===== src/rtl/drop_scheduler_pkg.sv =====
// Shared constants and FSM state type for the falling-letter drop scheduler.
package drop_scheduler_pkg;
  localparam int NUM_LANES = 3;
  localparam int YMAX = 23;
  localparam int LETTER_W = 8;
  localparam int YPOS_W = 5;
  localparam logic [LETTER_W-1:0] BLANK_LETTER = 8'h00;

  typedef enum logic [1:0] {
    ST_IDLE = 2'd0,
    ST_RUN  = 2'd1,
    ST_OVER = 2'd2
  } state_t;
endpackage


===== src/rtl/drop_lane.sv =====
// One falling-letter lane: active flag, letter code and row offset.
module drop_lane
  import drop_scheduler_pkg::*;
(
  input  logic                clock,
  input  logic                reset,
  input  logic                i_restart,
  input  logic                i_freeze,
  input  logic                i_load,
  input  logic                i_step,
  input  logic                i_clear,
  input  logic [LETTER_W-1:0] i_letter,
  output logic                o_active,
  output logic [LETTER_W-1:0] o_letter,
  output logic [YPOS_W-1:0]   o_ypos
);
  logic                r_active;
  logic [LETTER_W-1:0] r_letter;
  logic [YPOS_W-1:0]   r_ypos;

  // Inactive lanes always hold blank/0 so the display needs no extra masking.
  always_ff @(posedge clock) begin
    if (reset || i_restart) begin
      r_active <= 1'b0;
      r_letter <= BLANK_LETTER;
      r_ypos   <= '0;
    end else if (!i_freeze) begin
      if (i_clear) begin
        r_active <= 1'b0;
        r_letter <= BLANK_LETTER;
        r_ypos   <= '0;
      end else if (i_load) begin
        r_active <= 1'b1;
        r_letter <= i_letter;
        r_ypos   <= '0;
      end else if (i_step && r_active && (r_ypos < YPOS_W'(YMAX))) begin
        r_ypos <= r_ypos + YPOS_W'(1);
      end
    end
  end

  assign o_active = r_active;
  assign o_letter = r_letter;
  assign o_ypos   = r_ypos;
endmodule


===== src/rtl/drop_scheduler.sv =====
// Game scheduler: FSM, step counter, score and lane spawn/clear selection.
module drop_scheduler
  import drop_scheduler_pkg::*;
(
  input  logic                clock,
  input  logic                reset,
  input  logic                start,
  input  logic                tick,
  input  logic [3:0]          step_period,
  input  logic                spawn_valid,
  input  logic [LETTER_W-1:0] spawn_letter,
  output logic                spawn_ready,
  input  logic                match_valid,
  input  logic [LETTER_W-1:0] match_letter,
  output logic [LETTER_W-1:0] letter1,
  output logic [LETTER_W-1:0] letter2,
  output logic [LETTER_W-1:0] letter3,
  output logic [YPOS_W-1:0]   ypos1,
  output logic [YPOS_W-1:0]   ypos2,
  output logic [YPOS_W-1:0]   ypos3,
  output logic                game_over,
  output logic [7:0]          score
);
  state_t r_state, w_state_nxt;
  logic [3:0] r_cnt;
  logic [7:0] r_score;

  logic                 w_run, w_restart, w_step, w_bottom;
  logic [3:0]           w_target;
  logic [NUM_LANES-1:0] w_active, w_hit, w_at_bottom, w_clr, w_load;
  logic [LETTER_W-1:0]  w_letter [NUM_LANES];
  logic [YPOS_W-1:0]    w_ypos   [NUM_LANES];

  function automatic logic [7:0] sat_inc8(input logic [7:0] v);
    return (v == 8'hFF) ? v : v + 8'd1;
  endfunction

  assign w_run       = (r_state == ST_RUN);
  assign w_target    = (step_period == 4'd0) ? 4'd0 : step_period - 4'd1;
  assign w_step      = w_run && tick && (r_cnt == w_target);
  assign spawn_ready = w_run && !(&w_active);

  always_comb begin
    w_clr = '0;
    w_load = '0;
    for (int i = NUM_LANES - 1; i >= 0; i--) begin
      w_hit[i]       = w_active[i] && (w_letter[i] == match_letter);
      w_at_bottom[i] = w_active[i] && (w_ypos[i] == YPOS_W'(YMAX));
      if (w_hit[i] && match_valid && w_run) begin
        w_clr    = '0;
        w_clr[i] = 1'b1;
      end
      if (!w_active[i] && spawn_valid && spawn_ready) begin
        w_load    = '0;
        w_load[i] = 1'b1;
      end
    end
  end

  // A lane being cleared this cycle cannot end the game.
  assign w_bottom = w_step && |(w_at_bottom & ~w_clr);

  always_comb begin
    w_state_nxt = r_state;
    w_restart   = 1'b0;
    case (r_state)
      ST_IDLE, ST_OVER: begin
        if (start) begin
          w_state_nxt = ST_RUN;
          w_restart   = 1'b1;
        end
      end
      ST_RUN: begin
        if (w_bottom) w_state_nxt = ST_OVER;
      end
      default: w_state_nxt = ST_IDLE;
    endcase
  end

  always_ff @(posedge clock) begin
    if (reset) r_state <= ST_IDLE;
    else       r_state <= w_state_nxt;
  end

  always_ff @(posedge clock) begin
    if (reset || w_restart) begin
      r_cnt   <= '0;
      r_score <= '0;
    end else begin
      if (w_run && tick) r_cnt <= w_step ? 4'd0 : r_cnt + 4'd1;
      if ((|w_clr) && !w_bottom) r_score <= sat_inc8(r_score);
    end
  end

  for (genvar g = 0; g < NUM_LANES; g++) begin : g_lane
    drop_lane u_lane (
      .clock     (clock),
      .reset     (reset),
      .i_restart (w_restart),
      .i_freeze  (w_bottom),
      .i_load    (w_load[g]),
      .i_step    (w_step),
      .i_clear   (w_clr[g]),
      .i_letter  (spawn_letter),
      .o_active  (w_active[g]),
      .o_letter  (w_letter[g]),
      .o_ypos    (w_ypos[g])
    );
  end

  assign letter1   = w_letter[0];
  assign letter2   = w_letter[1];
  assign letter3   = w_letter[2];
  assign ypos1     = w_ypos[0];
  assign ypos2     = w_ypos[1];
  assign ypos3     = w_ypos[2];
  assign game_over = (r_state == ST_OVER);
  assign score     = r_score;
endmodule

===== config.mk =====
export PLATFORM = sky130hd
export DESIGN_NAME = drop_scheduler
export DESIGN_NICKNAME = d
export VERILOG_FILES = /design/src/rtl/drop_scheduler_pkg.sv /design/src/rtl/drop_lane.sv /design/src/rtl/drop_scheduler.sv
export SDC_FILE = /design/constraint.sdc
export NUM_CORES = 1
export LEC_CHECK = 0
export CORE_ASPECT_RATIO = 1.75
export CORE_MARGIN = 8
export CORE_UTILIZATION = 37
export CTS_CLUSTER_DIAMETER = 30
export DETAILED_ROUTE_END_ITERATION = 8
export PLACE_DENSITY = 0.71
export SKIP_LAST_GASP = 1
export SLEW_MARGIN = 20
export SYNTH_ARGS = -nofsm -noshare
export SYNTH_HDL_FRONTEND = slang
export SYNTH_SLANG_ARGS = --single-unit

===== constraint.sdc =====
create_clock -name clock -period 5.33 [get_ports clock]
set_input_delay 1.066 -clock clock [delete_from_list [all_inputs] [get_ports clock]]
set_output_delay 1.066 -clock clock [all_outputs]
set_load 0.005 [all_outputs]

==> metrics.yaml, run 1 <==
setup_path:
  reg2reg_setup_slack_ns: 2.33
  r2r_end: "g_lane[2].u_lane.o_letter[0]$_SDFFE_PP0P_"
  crit_required_ns: 5.52
  start_kind: "input pin"
  rr_startpoint: "g_lane[0].u_lane.o_letter[6]$_SDFFE_PP0P_"
  crit_arrival_ns: 4.11
  critPathMaxFanout: 17
  cp-end-kind: "register"
  cp-startpoint: "match_letter[6]"
  reg2reg_depth: 7
  crit_type: "in2reg"
power_and_ir_drop:
  leakage_nw: 1.38
  ir_drop_uv: 122
  powerDensity_nw_per_um2: 204
clock_network:
  clockRootBuffer: "clkbuf_16"
  path_clk_slew_ns: 0.07
  h-tree-depth: 2
  cts_setup_buffers: 0
  worstSkewPairLatency_ns: 0.30
  cts_hold_buf: 0
  numCtsBuffers: 5
  cts_tree: "done"
  clk_path_buf_depth: 2
  clock-sinks: 56
  cts_resized: 0
global_route:
  antenna_found_initial: 0
  grt_pass1_vias: 3312
  grt_pass1_wl_um: 16400
  grt_max_degree: 30
  track_usage_pct: 17.0
  overflow: 0
final_layout:
  syn_to_final_growth_pct: 30.1
  antenna_cells: 0
  final_nets: 468
  layout-drive-gt1-share_pct: 6.85
  layout_common_cells: "clkdlybuf4s50_1 (74), dfxtp_1 (56), nand2_1 (25), a21oi_1 (25), o21ai_0 (20)"
  final_util_pct: 48.9
  fillers: 840
  layout_commonest_cell: "clkdlybuf4s50_1"
floorplanning:
  die_w_um: 86.7
  placeableCoreArea_um2: 8610
  io_pins: 75
  dieArea_um2: 12100
  rows: 45
  die_h_um: 140
  start_util_pct: 37.6
logic_synthesis:
  ys_seq_area_share_pct: 34.6
  yosys_warnings: 0
  synth_area_leaders: "dfxtp_1 (35%), a22o_1 (4.9%), xnor2_1 (4.6%), a21oi_1 (3.9%), nand4_1 (3.5%)"
  yosys.area.top_type_share_pct: 34.6
  yosysTopAreaCell: "dfxtp_1"
  synth_edf_count: 0
  async_flop_share_pct: 0
  synth_cell_types: 66
  ys_seq_elements: 56
  syn_inst: 368
  ys.flop_type: "dfxtp_1"
  syn_nets: 399
  syn_area_per_cell_um2: 8.79
  netlist_area_um2: 3240
timing:
  maxSlewHeadroom_pct: 39.4
  post-route-min-period_ns: 3.92
  fin_crit_sh_pct: 73.6
  rsz0062_at_grt: "no"
  worst_pin_slew_ns: 0.902
  holdWs_ns: 0.504
  setup_tns_ns: 0
  setup_viol: 0
  slew_viol_final: 0
  max_freq_ghz: 0.255
  hold_viol: 0
  clock_skew_ns: 0.00479
job:
  cap_violations: 0
min_path:
  holdPathEnd: "g_lane[0].u_lane.o_ypos[1]$_SDFFE_PP0P_"
  min_delay_path_depth: 2
  min_path_type: "reg2reg"
  hp-start: "g_lane[0].u_lane.o_ypos[1]$_SDFFE_PP0P_"
placement:
  gp_congestion: 0.931
  hpwl_um: 8080
  portBuffers: 74
detailed_routing:
  vias: 3187
  wl_per_cell_um: 18.3
  drt-total-wl_um: 10200
  dr.pass1.iters: 5
  drt_iter0_drc: 168
  via_per_inst: 5.74
  drc: 0
  drtAntennaViolNets: 0
status:
  run_status: "finished, final reports clean"
[synthesized netlist by cell type (all sizes together) (2+ instances only)]
cell and instances:
a211o 2, mux2i 3, nand2b 5, or4 9, a31oi 4, or3b 2
and4 2, o31ai 8, nor2 12, nor2b 5, a21boi 2, a22o 18
xnor2 17, inv 8, and2 3, o21a 4, nor4 8, dfxtp 56
xor2 9, or2 3, nand4b 3, a21o 5, and3 8, o31a 2
nor3 13, nor4b 2, nand3 13, nand4 19, buf 6, a211oi 4
a21oi 27, nand3b 3, ha 5, o22ai 2, clkbuf 7, or3 7
o21ai 21, o211ai 3, nand2 25
[through the flow]
| step | worst slack (ns) | cell area, um^2 | power [mW] | std cells |
|---|---|---|---|---|
| 6_report | 1.41 | 4210 | 0.857 | 555 |
| 5_1_grt | 1.26 | 4210 | 0.888 | 555 |
| 4_1_cts | 1.43 | 4210 | 0.863 | 555 |
| 3_5_place_dp | 1.14 | 4060 | 0.525 | 547 |
| 3_3_place_gp | 1.16 | 4060 | 0.524 | 547 |
| 2_1_floorplan | 2.24 | 3240 | 0.479 | 368 |
[how the worst max path moves through the flow]
stage / slack, ns / to
floorplan: 2.24 / g_lane[1].u_lane.o_ypos[0]$_SDFFE_PP0P_
global placement: 1.16 / g_lane[2].u_lane.o_letter[5]$_SDFFE_PP0P_
detailed placement: 1.14 / g_lane[2].u_lane.o_letter[2]$_SDFFE_PP0P_
CTS: 1.43 / g_lane[2].u_lane.o_letter[0]$_SDFFE_PP0P_
global route: 1.26 / score[7]$_SDFFE_PP0P_
finish: 1.41 / g_lane[2].u_lane.o_letter[0]$_SDFFE_PP0P_
[metal layers]
metal  GRT usage, %  vias to the layer above  share of wire, %  wire (um)
met3           3.42                       21               4.7        476
met2           32.2                       96                56       5660
met4           7.76                        0               2.9        294
met1           16.6                     1521                37       3750
li1               -                     1549                 -          -
met5              0                        -                 0          0
[worst max-delay path, cell delays in order]
cell	delay [ns]
clkdlybuf4s50_1	0.48
xnor2_1	0.30
nand2_1	0.17
or4_4	0.63
a21o_4	0.27
a211oi_4	0.66
nor3_2	0.28
a22o_1	0.25
[flip-flops by register name, summed over array words and instances, names as in the netlist]
signal	cells
g_lane.u_lane.o_letter	24
g_lane.u_lane.o_active	3
r_cnt	4
r_state	2
score	8
g_lane.u_lane.o_ypos	15
[power breakdown]
part	internal, mW	total [mW]	leakage [nW]	switching, mW
Sequential	0.421	0.425	0.452	0.00407
Combinational	0.0400	0.0903	0.854	0.0503
Clock	0.188	0.342	0.0701	0.154
Total	0.649	0.857	1.38	0.208
[kinds of logic after synthesis]
group / after synthesis / synth area share [%]
and+or+nand+nor: 143 / 26.3
adders and majority gates: 5 / 1.93
DFF: 56 / 34.6
AOI/OAI and AO/OA: 114 / 26.0
buffers and inverters: 21 / 3.09
xor gates and xnor gates: 26 / 7.04
muxes: 3 / 0.928
[layout make-up]
| class | count | area [um^2] | area share (%) |
|---|---|---|---|
| clock buffer | 7 | 143 | 3.39 |
| clock inverter | 1 | 7.51 | 0.178 |
| inverter | 8 | 30.0 | 0.713 |
| multi-input combinational | 291 | 2010 | 47.8 |
| sequential | 56 | 1120 | 26.6 |
| tap | 117 | 146 | 3.48 |
| timing repair buffer | 75 | 748 | 17.8 |
Power figures use the tool's default switching activity.
==> inputs of run 2 (changes only) <==
==> constraint.sdc (replaced) <==
create_clock -name clock -period 3.9 [get_ports clock]
set_input_delay 0.78 -clock clock [delete_from_list [all_inputs] [get_ports clock]]
set_output_delay 0.78 -clock clock [all_outputs]
set_load 0.005 [all_outputs]
==> run 2 against run 1 <==
Against the previous run:
- critical path depth is the same
- via count grew 0.31%
- sequential share of layout area shrank 0.38 points
- setup slack lost 0.89 ns
- die area is the same
- final cell count grew 1.6%
- flip-flop and latch count is the same
- worst hold slack lost 0.011 ns
- clock power grew 31%
- clock skew grew 0.0038 ns
==> metrics.yaml, run 2 (synthesized netlist as in run 1, its figures left out) <==
status:
  run_status: "finished, final reports clean"
final_layout:
  largest_reg_flops: 24
  final_util_pct: 49.6
  syn_to_final_growth_pct: 32.0
  fin_cells: 564
  layout_commonest_cell: "clkdlybuf4s50_1"
  antenna_cells: 0
  layout-drive-gt1-share_pct: 8.95
  layout_common_cells: "clkdlybuf4s50_1 (74), dfxtp_1 (56), nand2_1 (25), a21oi_1 (25), o21ai_0 (20)"
  final_nets: 477
floorplanning:
  io_pins: 75
  die_w_um: 86.7
  rows: 45
  placeableCoreArea_um2: 8610
  dieArea_um2: 12100
  start_util_pct: 37.6
  die_h_um: 140
timing:
  fin_crit_sh_pct: 86.7
  hold_viol: 0
  maxSlewHeadroom_pct: 41.7
  post-route-worst-setup-slack_ns: 0.520
  rsz0062_at_grt: "no"
  post-route-min-period_ns: 3.38
  setup_viol: 0
  max_freq_ghz: 0.296
  clock_skew_ns: 0.00861
  worst_pin_slew_ns: 0.871
  setup_tns_ns: 0
  slew_viol_final: 0
detailed_routing:
  vias: 3197
  via_per_inst: 5.67
  drt_iter0_drc: 180
  drtAntennaViolNets: 0
  wl_per_cell_um: 18.6
  dr.pass1.iters: 7
  drc: 0
  drt-total-wl_um: 10500
placement:
  hpwl_um: 8320
  portBuffers: 74
  gp_congestion: 0.905
  place_inst: 556
  post-place-ws_ns: 0.228
global_route:
  antenna_found_initial: 0
  track_usage_pct: 17.6
  use_met1_pct: 17.3
  grt_pass1_wl_um: 16900
  busiest_layer: "met2"
  overflow: 0
  grt_max_degree: 30
  met2_usage_pct: 34.2
  grtUsageMet3_pct: 2.71
  grt_pass1_vias: 3324
min_path:
  min_path_type: "reg2reg"
  holdPathEnd: "g_lane[0].u_lane.o_ypos[1]$_SDFFE_PP0P_"
  min_delay_path_depth: 2
  hp-start: "g_lane[0].u_lane.o_ypos[1]$_SDFFE_PP0P_"
clock_network:
  cts_hold_buf: 0
  cts_resized: 0
  cts_setup_buffers: 0
  numCtsBuffers: 5
  clk_path_buf_depth: 2
  clockRootBuffer: "clkbuf_16"
  worstSkewPairLatency_ns: 0.30
  cts_tree: "done"
  path_clk_slew_ns: 0.07
  clock-sinks: 56
  h-tree-depth: 2
setup_path:
  start_kind: "input pin"
  cp-end-kind: "register"
  critPathMaxFanout: 15
  reg2reg_setup_slack_ns: 1.14
  worstPathCellList: "clkdlybuf4s50_1 > xnor2_1 > nand2_1 > or4_4 > a21o_4 > a211o_4 > a21oi_4 > a21boi_2"
  crit_type: "in2reg"
  reg2reg_depth: 7
  crit_required_ns: 4.13
  crit_arrival_ns: 3.61
  worst_path_largest_cell_delay_ns: 0.63
  r2r_end: "g_lane[2].u_lane.o_ypos[0]$_SDFFE_PP0P_"
  cp_slowest_cell: "or4_4"
  rr_startpoint: "g_lane[0].u_lane.o_letter[5]$_SDFFE_PP0P_"
power_and_ir_drop:
  leakage_nw: 1.43
  ir_drop_uv: 198
  power.total_mw: 1.16
  powerDensity_nw_per_um2: 271
job:
  cap_violations: 0
[run 2: worst max-delay path by stage]
stage | start | end
after CTS | match_letter[2] | g_lane[2].u_lane.o_ypos[0]$_SDFFE_PP0P_
final | match_letter[5] | g_lane[2].u_lane.o_ypos[0]$_SDFFE_PP0P_
after global routing | match_letter[3] | g_lane[2].u_lane.o_ypos[0]$_SDFFE_PP0P_
after global placement | match_letter[7] | g_lane[2].u_lane.o_ypos[0]$_SDFFE_PP0P_
after detailed placement | match_letter[2] | g_lane[2].u_lane.o_ypos[0]$_SDFFE_PP0P_
after floorplan | match_letter[5] | g_lane[1].u_lane.o_ypos[0]$_SDFFE_PP0P_
[run 2: cell type report]
type	instances	area (um^2)
Timing Repair Buffer	84	816
Multi-Input combinational cell	291	2010
Clock inverter	3	18.8
Fill cell	841	4340
Tap cell	117	146
Sequential cell	56	1120
Inverter	8	30.0
Clock buffer	5	125
[run 2: power by group]
group	switching, mW	internal (mW)	leakage (nW)	total (mW)
registers	0.00443	0.575	0.452	0.580
logic	0.0713	0.0570	0.902	0.128
clock network	0.211	0.237	0.0736	0.449
total	0.287	0.870	1.43	1.16
[run 2: critical path, delay by kind of cell]
kind                   cells  cell delay (ns)
buffers and inverters      1             0.48
AO/OA/AOI/OAI              4             1.29
AND/OR/NAND/NOR            2             0.79
XOR/XNOR                   1             0.27
[run 2: metal layers]
metal	vias up	share of wire, %
li1	1568	-
met4	0	2.1
met1	1530	38
met2	86	56
met5	-	0
met3	13	3.7
[run 2: metrics by stage]
stage / instance area, um^2 / hold slack, ns
floorplan: 3240 / 0.469
global route: 4270 / 0.530
global placement: 4130 / 0.466
finish: 4270 / 0.493
detailed placement: 4130 / 0.494
CTS: 4270 / 0.505
